<file path="src/rtl/regfile_wb_arbiter.sv">
// Round-robin write-back arbiter sharing the single register-file write port among NREQ requesters.
// Registers the winning write and decodes it to a one-hot enable; writes to X31 are acknowledged but dropped.
module regfile_wb_arbiter #(
    parameter int unsigned NREQ = 3,
    parameter int unsigned GW   = (NREQ > 1) ? $clog2(NREQ) : 1
) (
    input  logic               clk,
    input  logic               reset,
    input  logic [NREQ-1:0]    req_valid,
    output logic [NREQ-1:0]    req_ready,
    input  logic [NREQ*5-1:0]  req_addr,
    input  logic [NREQ*64-1:0] req_data,
    input  logic               hold,
    output logic [31:0]        wr_enable,
    output logic [63:0]        wr_data,
    output logic               wr_valid,
    output logic [GW-1:0]      grant_id
);

    logic [GW-1:0] rr_ptr_q, rr_ptr_d;
    logic [31:0]   wr_enable_q;
    logic [63:0]   wr_data_q;
    logic          wr_valid_q;
    logic [GW-1:0] grant_id_q;

    logic [GW-1:0] grant;
    logic          found;
    logic          transfer;
    logic [4:0]    sel_addr;
    logic [63:0]   sel_data;
    logic [31:0]   dec_enable;

    // Scan from rr_ptr upward, wrapping modulo NREQ; first valid requester wins.
    always_comb begin
        int idx;
        found = 1'b0;
        grant = '0;
        idx   = 0;
        for (int k = 0; k < int'(NREQ); k++) begin
            idx = (int'(rr_ptr_q) + k) % int'(NREQ);
            if (!found && req_valid[idx]) begin
                found = 1'b1;
                grant = GW'(idx);
            end
        end
    end

    always_comb begin
        req_ready = '0;
        if (!reset && !hold && found) begin
            req_ready[grant] = 1'b1;
        end
    end

    assign transfer = |(req_valid & req_ready);
    assign sel_addr = req_addr[int'(grant)*5 +: 5];
    assign sel_data = req_data[int'(grant)*64 +: 64];

    always_comb begin
        dec_enable = '0;
        if (sel_addr != 5'd31) begin
            dec_enable[sel_addr] = 1'b1;
        end
    end

    always_comb begin
        rr_ptr_d = rr_ptr_q;
        if (transfer) begin
            rr_ptr_d = (int'(grant) == int'(NREQ) - 1) ? '0 : grant + GW'(1);
        end
    end

    always_ff @(posedge clk) begin
        if (reset) begin
            rr_ptr_q    <= '0;
            wr_enable_q <= '0;
            wr_data_q   <= '0;
            wr_valid_q  <= 1'b0;
            grant_id_q  <= '0;
        end else if (transfer) begin
            rr_ptr_q    <= rr_ptr_d;
            wr_enable_q <= dec_enable;
            wr_data_q   <= sel_data;
            wr_valid_q  <= 1'b1;
            grant_id_q  <= grant;
        end else begin
            wr_enable_q <= '0;
            wr_valid_q  <= 1'b0;
        end
    end

    assign wr_enable = wr_enable_q;
    assign wr_data   = wr_data_q;
    assign wr_valid  = wr_valid_q;
    assign grant_id  = grant_id_q;

endmodule

</file>
<file path="config.mk">
export PLATFORM = sky130hd
export DESIGN_NAME = regfile_wb_arbiter
export DESIGN_NICKNAME = d
export VERILOG_FILES = /design/src/rtl/regfile_wb_arbiter.sv
export SDC_FILE = /design/constraint.sdc
export NUM_CORES = 1
export LEC_CHECK = 0
export ABC_AREA = 1
export CAP_MARGIN = 20
export CORE_ASPECT_RATIO = 0.5
export CORE_MARGIN = 2
export CORE_UTILIZATION = 36
export CTS_CLUSTER_DIAMETER = 120
export CTS_CLUSTER_SIZE = 28
export DETAILED_ROUTE_END_ITERATION = 7
export PLACE_DENSITY = 0.82
export SKIP_LAST_GASP = 1
export SYNTH_ARGS = -nofsm -noshare
export SYNTH_HDL_FRONTEND = slang
export SYNTH_SLANG_ARGS = --single-unit
</file>
<file path="constraint.sdc">
create_clock -name clk -period 3.4 [get_ports clk]
set_clock_uncertainty 0.05 [all_clocks]
set_input_delay 0.85 -clock clk [delete_from_list [all_inputs] [get_ports clk]]
set_output_delay 0.85 -clock clk [all_outputs]
set_load 0.02 [all_outputs]
</file>
==> results of run 1 <==
[state kept, by name (all words and copies together) (netlist names)]
signal     cells
wr_valid       1
grant_id       2
rr_ptr_q       2
wr_enable     32
wr_data       64
[metrics by stage]
step,setup TNS (ps),std cells
global route,-11.5,1130
finish,0,1130
global placement,-6300,1113
detailed placement,-8840,1113
CTS,-53.3,1129
floorplan,0,649
[report_power, final]
group | total, mW | leakage, nW | switching (mW) | internal, mW
Sequential | 1.52 | 0.826 | 0.107 | 1.42
Combinational | 3.89 | 2.38 | 2.41 | 1.48
Clock | 1.01 | 0.140 | 0.497 | 0.516
Total | 6.42 | 3.35 | 3.01 | 3.41
[worst min path at each step]
| stage | end | slack (ps) |
|---|---|---|
| floorplan | rr_ptr_q[1]$_SDFFE_PP0P_ | 460 |
| CTS | grant_id[0]$_SDFFE_PP0P_ | 430 |
| global placement | grant_id[0]$_SDFFE_PP0P_ | 410 |
| finish | grant_id[0]$_SDFFE_PP0P_ | 420 |
| global route | grant_id[0]$_SDFFE_PP0P_ | 440 |
| detailed placement | grant_id[0]$_SDFFE_PP0P_ | 420 |
[cell usage after synthesis, types with 4 or more instances]
library cell,n
nand2_1,241
dfxtp_1,101
o21ai_0,49
a41oi_1,47
nor2_1,40
nand3_1,27
inv_1,24
buf_2,23
nand4_1,18
clkbuf_1,17
o211a_1,16
nand3_2,5
buf_1,4
ha_1,4
inv_2,4
nand2_2,4
[kinds of logic after synthesis]
logic type               Yosys count
AND/OR/NAND/NOR                  345
flip-flops                       101
AO/OA/AOI/OAI                    120
buffers and inverters             78
adder cells (fa/ha/maj)            4
other                              1
[layer usage]
metal	wire [um]	global-route usage, %	vias up
met5	0	0	-
met4	743	11.3	0
met3	1130	5.64	51
met2	9190	45.2	243
met1	7010	28.1	2637
li1	-	-	2802
[critical path: stages]
cell	delay (ps)
clkdlybuf4s50_1	520
inv_1	70
nand2_1	60
nand3_1	90
a31oi_2	220
nand2_2	150
nor2_8	130
inv_1	60
nor2_1	80
buf_2	160
[what timing repair did]
| item | CTS | global route |
|---|---|---|
| buffers inserted | 0 | 1 |
| pin swaps | 0 | 3 |
| setup endpoints to repair | 3 | 34 |
| gates resized for setup | 11 | 10 |
[final cells by class]
class | instances | area (um2) | area share, %
flip-flops and latches | 101 | 2020 | 23.9
well taps | 170 | 213 | 2.52
inverters | 31 | 118 | 1.39
clock inverters | 7 | 65.1 | 0.770
repair buffers | 342 | 3390 | 40.1
clock buffers | 9 | 225 | 2.67
multi-input cells | 470 | 2410 | 28.6
==> out/results.tsv, run 1 <==
metric	value	unit
run_status	finished, final reports clean	
synth.mux.area_fraction	0	%
async_reset_ff_share	0	%
critPathLaunch	req_valid[1]	
worst_ep_required_time	2500	ps
synthSimpleGateAreaFrac	30.9	%
hold_path.startpoint	grant_id[0]$_SDFFE_PP0P_	
grt_max_degree	70	
routed_wirelength	18100	um
end_kind	output pin	
max-cap-violations	0	
power	6.42	mW
grt_overflow	0	
finalSetupViolations	0	
ir_worst_vdd	0.000567	V
drv_slew	0	
regToRegEndpoint	wr_enable[25]$_SDFF_PP0_	
die_height	85.1	um
final_cell_mix	clkdlybuf4s50_1 (311), nand2_1 (241), dfxtp_1 (101)	
synth_area	4740	um2
grt_pass1_vias	5569	
post-place-ws	-395	ps
pin_count	315	
gp_congestion	0.860	
nFillCells	1056	
coreArea	12800	um2
period_needed	3310	ps
avgSynthCellArea	7.30	um2
dp_hpwl	13400	um
synth_edf_count	0	
layout_commonest_cell	clkdlybuf4s50_1	
grt_usage	24.8	%
first_pass_iters	8	
clockRootBuffer	clkbuf_16	
start_util	37.1	%
clock-sinks	101	
r2r_setup_slack	340	ps
synth_adder_area_share	1.06	%
cts_hold_buf	0	
synth_compound_area_share	18.3	%
final_area	8450	um2
p_per_area	760	nW/um2
crit_arrival	2410	ps
die-area	14100	um2
setup_ws	91.2	ps
synth_warnings	0	
grt_pass1_wl	28300	um
syn_inst	649	
synth_cell_types	31	
synth_top_area_cell	dfxtp_1	
hp-class	reg -> reg	
post-route-period-util	97.3	%
clk_path_buf_depth	2	
cts_tree	done	
r2r-start	rr_ptr_q[0]$_SDFFE_PP0P_	
synth_ff_type	dfxtp_1	
drtIter0Drc	306	
synth_top_family_by_area	simple AND/OR/NAND/NOR gates	
htree_levels	3	
whs_path_depth	2	
num_rows	29	
numCtsBuffers	9	
seq_area_frac_synth	42.7	%
ys_ff_latch	101	
synth_xor_area_share	0	%
utilization	66.1	%
num_antenna_cells	0	
crit_fanout	4	
clock_latency	340	ps
die_x	166	um
post_dp_cell_area	8120	um2
drive_gt1_share	7.71	%
vias_per_cell	5.07	
crit_type	in -> out	
ant_nets	0	
cp-endpoint	req_ready[0]	
holdWs	423	ps
slew_headroom	57.3	%
clkTransAtPathRegs	70	ps
drc_errors	0	
port_buffers	314	
rr_worst_depth	16	
synthTopCellsByArea	dfxtp_1 (43%), nand2_1 (19%), a41oi_1 (8.7%)	
syn_to_final_growth	78.3	%
vias	5733	
synth_top_area_share	42.7	%
final_net_count	1172	
p_leak	3.35	nW
synth_nets	866	
hold_viol_final	0	
start_kind	primary input	
wire_per_inst	16.0	um
fmax	0.302	GHz
worst_slew_pin_slew	641	ps
antenna_found_initial	0	
Note: power is estimated with default switching activity, not from simulation.
==> inputs of run 2 (changes only) <==
ABC_CLOCK_PERIOD_IN_PS = 3400   (was default)
PLACE_DENSITY = 0.93   (was 0.82)
==> run 2 against run 1 <==
  * Combinational power up 5%
  * Critical path type unchanged
  * Critical endpoint is now req_ready[1]
  * Critical path depth up 2
  * Flip-flop and latch count unchanged
==> out/results.tsv, run 2 (synthesized netlist as in run 1, its figures left out) <==
metric	value	unit
final_net_count	1178	
max-cap-violations	0	
syn_to_final_growth	79.6	%
dp_cells	1116	
finalSetupViolations	0	
drtIter0Drc	509	
fin_cells	1136	
final_cell_mix	clkdlybuf4s50_1 (310), nand2_1 (241), dfxtp_1 (101)	
worst_slew_pin_slew	686	ps
layout_commonest_cell	clkdlybuf4s50_1	
power	6.67	mW
crit_arrival	2490	ps
fmax	0.295	GHz
nFillCells	994	
coreArea	12800	um2
regToRegEndpoint	wr_enable[9]$_SDFF_PP0_	
die_height	85.1	um
hold_viol_final	0	
clkTransAtPathRegs	80	ps
die-area	14100	um2
hp-class	reg -> reg	
post-route-period-util	99.8	%
clockRootBuffer	clkbuf_16	
grt_pass1_vias	5759	
period_needed	3390	ps
power_frac_comb	61.0	%
clock_latency	340	ps
port_buffers	314	
cp-endpoint	req_ready[1]	
worst_ep_required_time	2500	ps
clkPwrFrac	15.9	%
run_status	finished, final reports clean	
seqPwrFrac	23.1	%
numCtsBuffers	9	
clock-sinks	101	
cpLargestDelayFamily	buffers and inverters	
crit_path_frequent_cell	nand2_1	
vias_per_cell	5.28	
grt_pass1_wl	30900	um
swShare	48.3	%
critPathLaunch	req_valid[1]	
start_kind	primary input	
num_rows	29	
largest_reg_flops	64	
wire_per_inst	18.4	um
drive_gt1_share	8.59	%
path_depth	12	
slew_headroom	54.2	%
p_leak	3.39	nW
p_switching	3.22	mW
grt_usage	27.5	%
critPathMaxStageDelay	530	ps
crit_type	in -> out	
cpMaxStageDelayCell	clkdlybuf4s50_1	
antenna_found_initial	0	
drc_errors	0	
dp_hpwl	15000	um
crit_fanout	4	
pin_count	315	
vias	6000	
cts_hold_buf	0	
cts_tree	done	
ir_worst_vdd	0.000805	V
cp_num_buf_inv	4	
r2r_setup_slack	200	ps
htree_levels	3	
r2r-start	rr_ptr_q[0]$_SDFFE_PP0P_	
clk_path_buf_depth	2	
path_cells	clkdlybuf4s50_1 > inv_1 > nand2_1 > nand3_1 > nand2_1 > nand2_1 > nand2_1 > nand2_2 > nand2_4 > inv_1 > nor2_2 > buf_4	
routed_wirelength	20900	um
p_per_area	784	nW/um2
p_int	3.45	mW
gp_congestion	0.940	
end_kind	output pin	
grt_max_degree	76	
grt_overflow	0	
die_x	166	um
drv_slew	0	
rr_worst_depth	16	
first_pass_iters	5	
start_util	37.1	%
ant_nets	0	
num_antenna_cells	0	
-- run 2: area by class of cell --
class / count / area, um2 / area share (%)
inverters: 31 / 118 / 1.38
clock buffers: 9 / 225 / 2.65
clock inverters: 7 / 81.3 / 0.956
well taps: 170 / 213 / 2.50
multi-input cells: 470 / 2420 / 28.5
repair buffers: 348 / 3430 / 40.3
flip-flops and latches: 101 / 2020 / 23.8
-- run 2: per-stage QoR --
stage / util, % / setup TNS (ps) / setup slack [ps] / hold slack, ps / area (um2)
detailed placement: 63.6 / -8780 / -474 / 424 / 8130
floorplan: - / 0 / 277 / 458 / 4740
global route: 66.6 / -847 / -77.1 / 477 / 8510
finish: 66.6 / 0 / 5.38 / 449 / 8510
global placement: 63.6 / -5060 / -352 / 406 / 8130
CTS: 66.1 / -71.8 / -71.8 / 434 / 8440
-- run 2: worst reg2reg max path, delay by kind of cell, from the launching register on --
kind | cells | cell delay, ps
adder cells (fa/ha/maj) | 1 | 450
buffers and inverters | 5 | 920
AND/OR/NAND/NOR | 10 | 1310
flip-flops | 1 | 370
-- run 2: how the worst min path moves through the flow --
stage                                   from                       end  slack [ps]  depth (start not counted)
floorplan           rr_ptr_q[1]$_SDFFE_PP0P_  rr_ptr_q[1]$_SDFFE_PP0P_         460                          2
global placement    grant_id[0]$_SDFFE_PP0P_  grant_id[0]$_SDFFE_PP0P_         410                          2
detailed placement  grant_id[0]$_SDFFE_PP0P_  grant_id[0]$_SDFFE_PP0P_         420                          2
CTS                 grant_id[0]$_SDFFE_PP0P_  grant_id[0]$_SDFFE_PP0P_         430                          2
global route        wr_data[62]$_SDFFE_PP0P_  wr_data[62]$_SDFFE_PP0P_         480                          2
finish              wr_data[62]$_SDFFE_PP0P_  wr_data[62]$_SDFFE_PP0P_         450                          2
-- run 2: power by group through the flow --
stage                     clock (mW)  sequential [mW]  combinational [mW]
after global routing            1.13             1.57                4.37
after CTS                       1.08             1.54                3.85
final                           1.06             1.54                4.07
after detailed placement           0             1.56                3.82
after global placement             0             1.55                3.72
after floorplan                    0             1.82                2.00
-- run 2: repair_timing --
action / in CTS / in global routing
endpoints found under the setup margin: 10 / 34
gates cloned: 0 / 0
pin swaps: 0 / 5
gates resized for setup: 13 / 16
buffers inserted: 0 / 4
-- run 2: layer usage --
| metal | global-route usage [%] | up-vias | wire [um] |
|---|---|---|---|
| met1 | 34.0 | 2853 | 8360 |
| met2 | 48.8 | 262 | 10500 |
| li1 | - | 2816 | - |
| met5 | 0 | - | 0 |
| met4 | 8.23 | 0 | 687 |
| met3 | 5.83 | 69 | 1260 |
==> inputs of run 3 (changes only) <==
ABC_CLOCK_PERIOD_IN_PS = 3100   (was 3400)
CORE_UTILIZATION = 34   (was 36)
CTS_BUF_LIST = sky130_fd_sc_hd__clkbuf_4   (was default)
PLACE_DENSITY = 0.92   (was 0.93)
clock period = 3.1 ns   (was 3.4 ns; I/O delays follow)
==> run 3 against run 2 <==
  * Non-clock buffer count grew 9
  * Combinational power grew 12%
  * Utilization shrank 3.5 points
  * Register-to-register slack lost 20 ps
  * Global-route usage shrank 2.6 points
  * First-iteration DRC count shrank 17%
  * Sequential share of layout area shrank 0.12 points
  * Critical endpoint is now req_ready[2]
  * Largest cell class unchanged
  * Highest routed layer unchanged
==> out/results.tsv, run 3 (synthesized netlist as in run 1, its figures left out) <==
metric	value	unit
run_status	finished, final reports clean	
clockRootBuffer	clkbuf_4	
swShare	49.1	%
start_kind	flip-flop	
cts_tree	done	
grt_max_degree	70	
max-cap-violations	0	
htree_levels	3	
crit_path_frequent_cell	buf_4	
p_per_area	812	nW/um2
crit_fanout	2	
num_rows	30	
rsz0062_at_grt	yes	
ir_worst_vdd	0.000615	V
ant_nets	0	
clk_path_buf_depth	2	
final_net_count	1187	
die_x	171	um
worst_slew_pin_slew	646	ps
vias_per_cell	5.05	
power	6.96	mW
vias	5889	
critPathLaunch	rr_ptr_q[0]$_SDFFE_PP0P_	
fmax	0.329	GHz
multi_input_area	2520	um2
seqPwrFrac	24.3	%
slew_headroom	56.9	%
hp-class	reg -> reg	
gp_congestion	0.920	
worst_ep_required_time	2270	ps
final_cell_mix	clkdlybuf4s50_1 (308), nand2_1 (240), dfxtp_1 (99)	
finalSetupTns	0	ps
cpMaxStageDelayCell	dfxtp_2	
critPathMaxStageDelay	390	ps
dp_hpwl	14300	um
clkPwrFrac	10.2	%
crit_type	reg -> out	
grt_pass1_wl	29000	um
nFillCells	1135	
hold_path.startpoint	grant_id[0]$_SDFFE_PP0P_	
clock_latency	450	ps
largest_reg_flops	64	
layout.area.seq	2030	um2
num_antenna_cells	0	
start_util	34.9	%
path_cells	inv_2 > buf_4 > ha_1 > buf_4 > nor2_1 > nand4_1 > buf_4 > a21oi_2 > buf_6	
p_switching	3.42	mW
pin_count	315	
coreArea	13600	um2
drive_gt1_share	11.1	%
drv_slew	0	
cts_hold_buf	0	
antenna_found_initial	0	
die-area	15000	um2
period_needed	3040	ps
grt_usage	24.9	%
post-route-period-util	98.1	%
grt_pass1_vias	5515	
crit_arrival	2220	ps
port_buffers	314	
syn_to_final_growth	81.0	%
p_int	3.54	mW
layout_commonest_cell	clkdlybuf4s50_1	
drc_errors	0	
power_frac_comb	65.5	%
first_pass_iters	5	
die_height	87.5	um
hold_viol_final	0	
drtIter0Drc	424	
r2r-start	rr_ptr_q[0]$_SDFFE_PP0P_	
clkTransAtPathRegs	180	ps
end_kind	output pin	
routed_wirelength	19300	um
wire_per_inst	16.6	um
clock-sinks	101	
grt_overflow	0	
p_leak	3.39	nW
finalSetupViolations	0	
numCtsBuffers	9	
[run 3: worst paths after layout]
kind | endpoint | slack (ps) | depth (start not counted)
hold reg to reg | grant_id[0]$_SDFFE_PP0P_ | 430 | 2
setup reg to reg | wr_enable[29]$_SDFF_PP0_ | 180 | 14
setup / recovery | req_ready[2] | 60 | 9
hold / removal | grant_id[0]$_SDFFE_PP0P_ | 430 | 2
[run 3: timing repair]
item	in CTS	in global routing
endpoints found under the setup margin	10	34
resized for setup	32	33
pin swaps	4	13
buffers inserted	4	0
[run 3: cell type report]
class	instances	area share, %
Sequential cell	101	23.6
Inverter	31	1.40
Tap cell	192	2.80
Clock buffer	9	0.788
Timing Repair Buffer	357	41.0
Multi-Input combinational cell	470	29.4
Clock inverter	7	1.01
[run 3: worst max-delay path: cells and delay by family, from the launching register on]
kind / cells / cell delay [ps]
flops: 1 / 390
simple gates: 2 / 310
fa+ha+maj: 1 / 210
buf+inv: 5 / 670
compound gates: 1 / 190
[run 3: through the flow]
step	util [%]	cell area, um2	setup WS, ps	hold slack, ps	std cells
floorplan	-	4740	127	458	649
detailed placement	60.5	8220	-580	413	1147
global route	63.1	8570	-79.4	460	1167
CTS	62.2	8460	0.712	436	1167
finish	63.1	8570	59.7	433	1167
global placement	60.5	8220	-548	412	1147
[run 3: metal layers]
layer | vias to the layer above | share of wire, % | GRT usage, %
li1 | 2838 | - | -
met1 | 2751 | 42 | 32.1
met2 | 248 | 49 | 41.4
met3 | 52 | 5.3 | 4.82
met4 | 0 | 3.6 | 10.2
met5 | - | 0 | 0
[run 3: power by group through the flow]
| stage | clock [mW] | combinational, mW | sequential (mW) |
|---|---|---|---|
| 2_1_floorplan | 0 | 2.20 | 2.00 |
| 3_3_place_gp | 0 | 4.15 | 1.69 |
| 3_5_place_dp | 0 | 4.27 | 1.70 |
| 4_1_cts | 0.743 | 4.39 | 1.68 |
| 5_1_grt | 0.789 | 4.93 | 1.72 |
| 6_report | 0.709 | 4.56 | 1.69 |
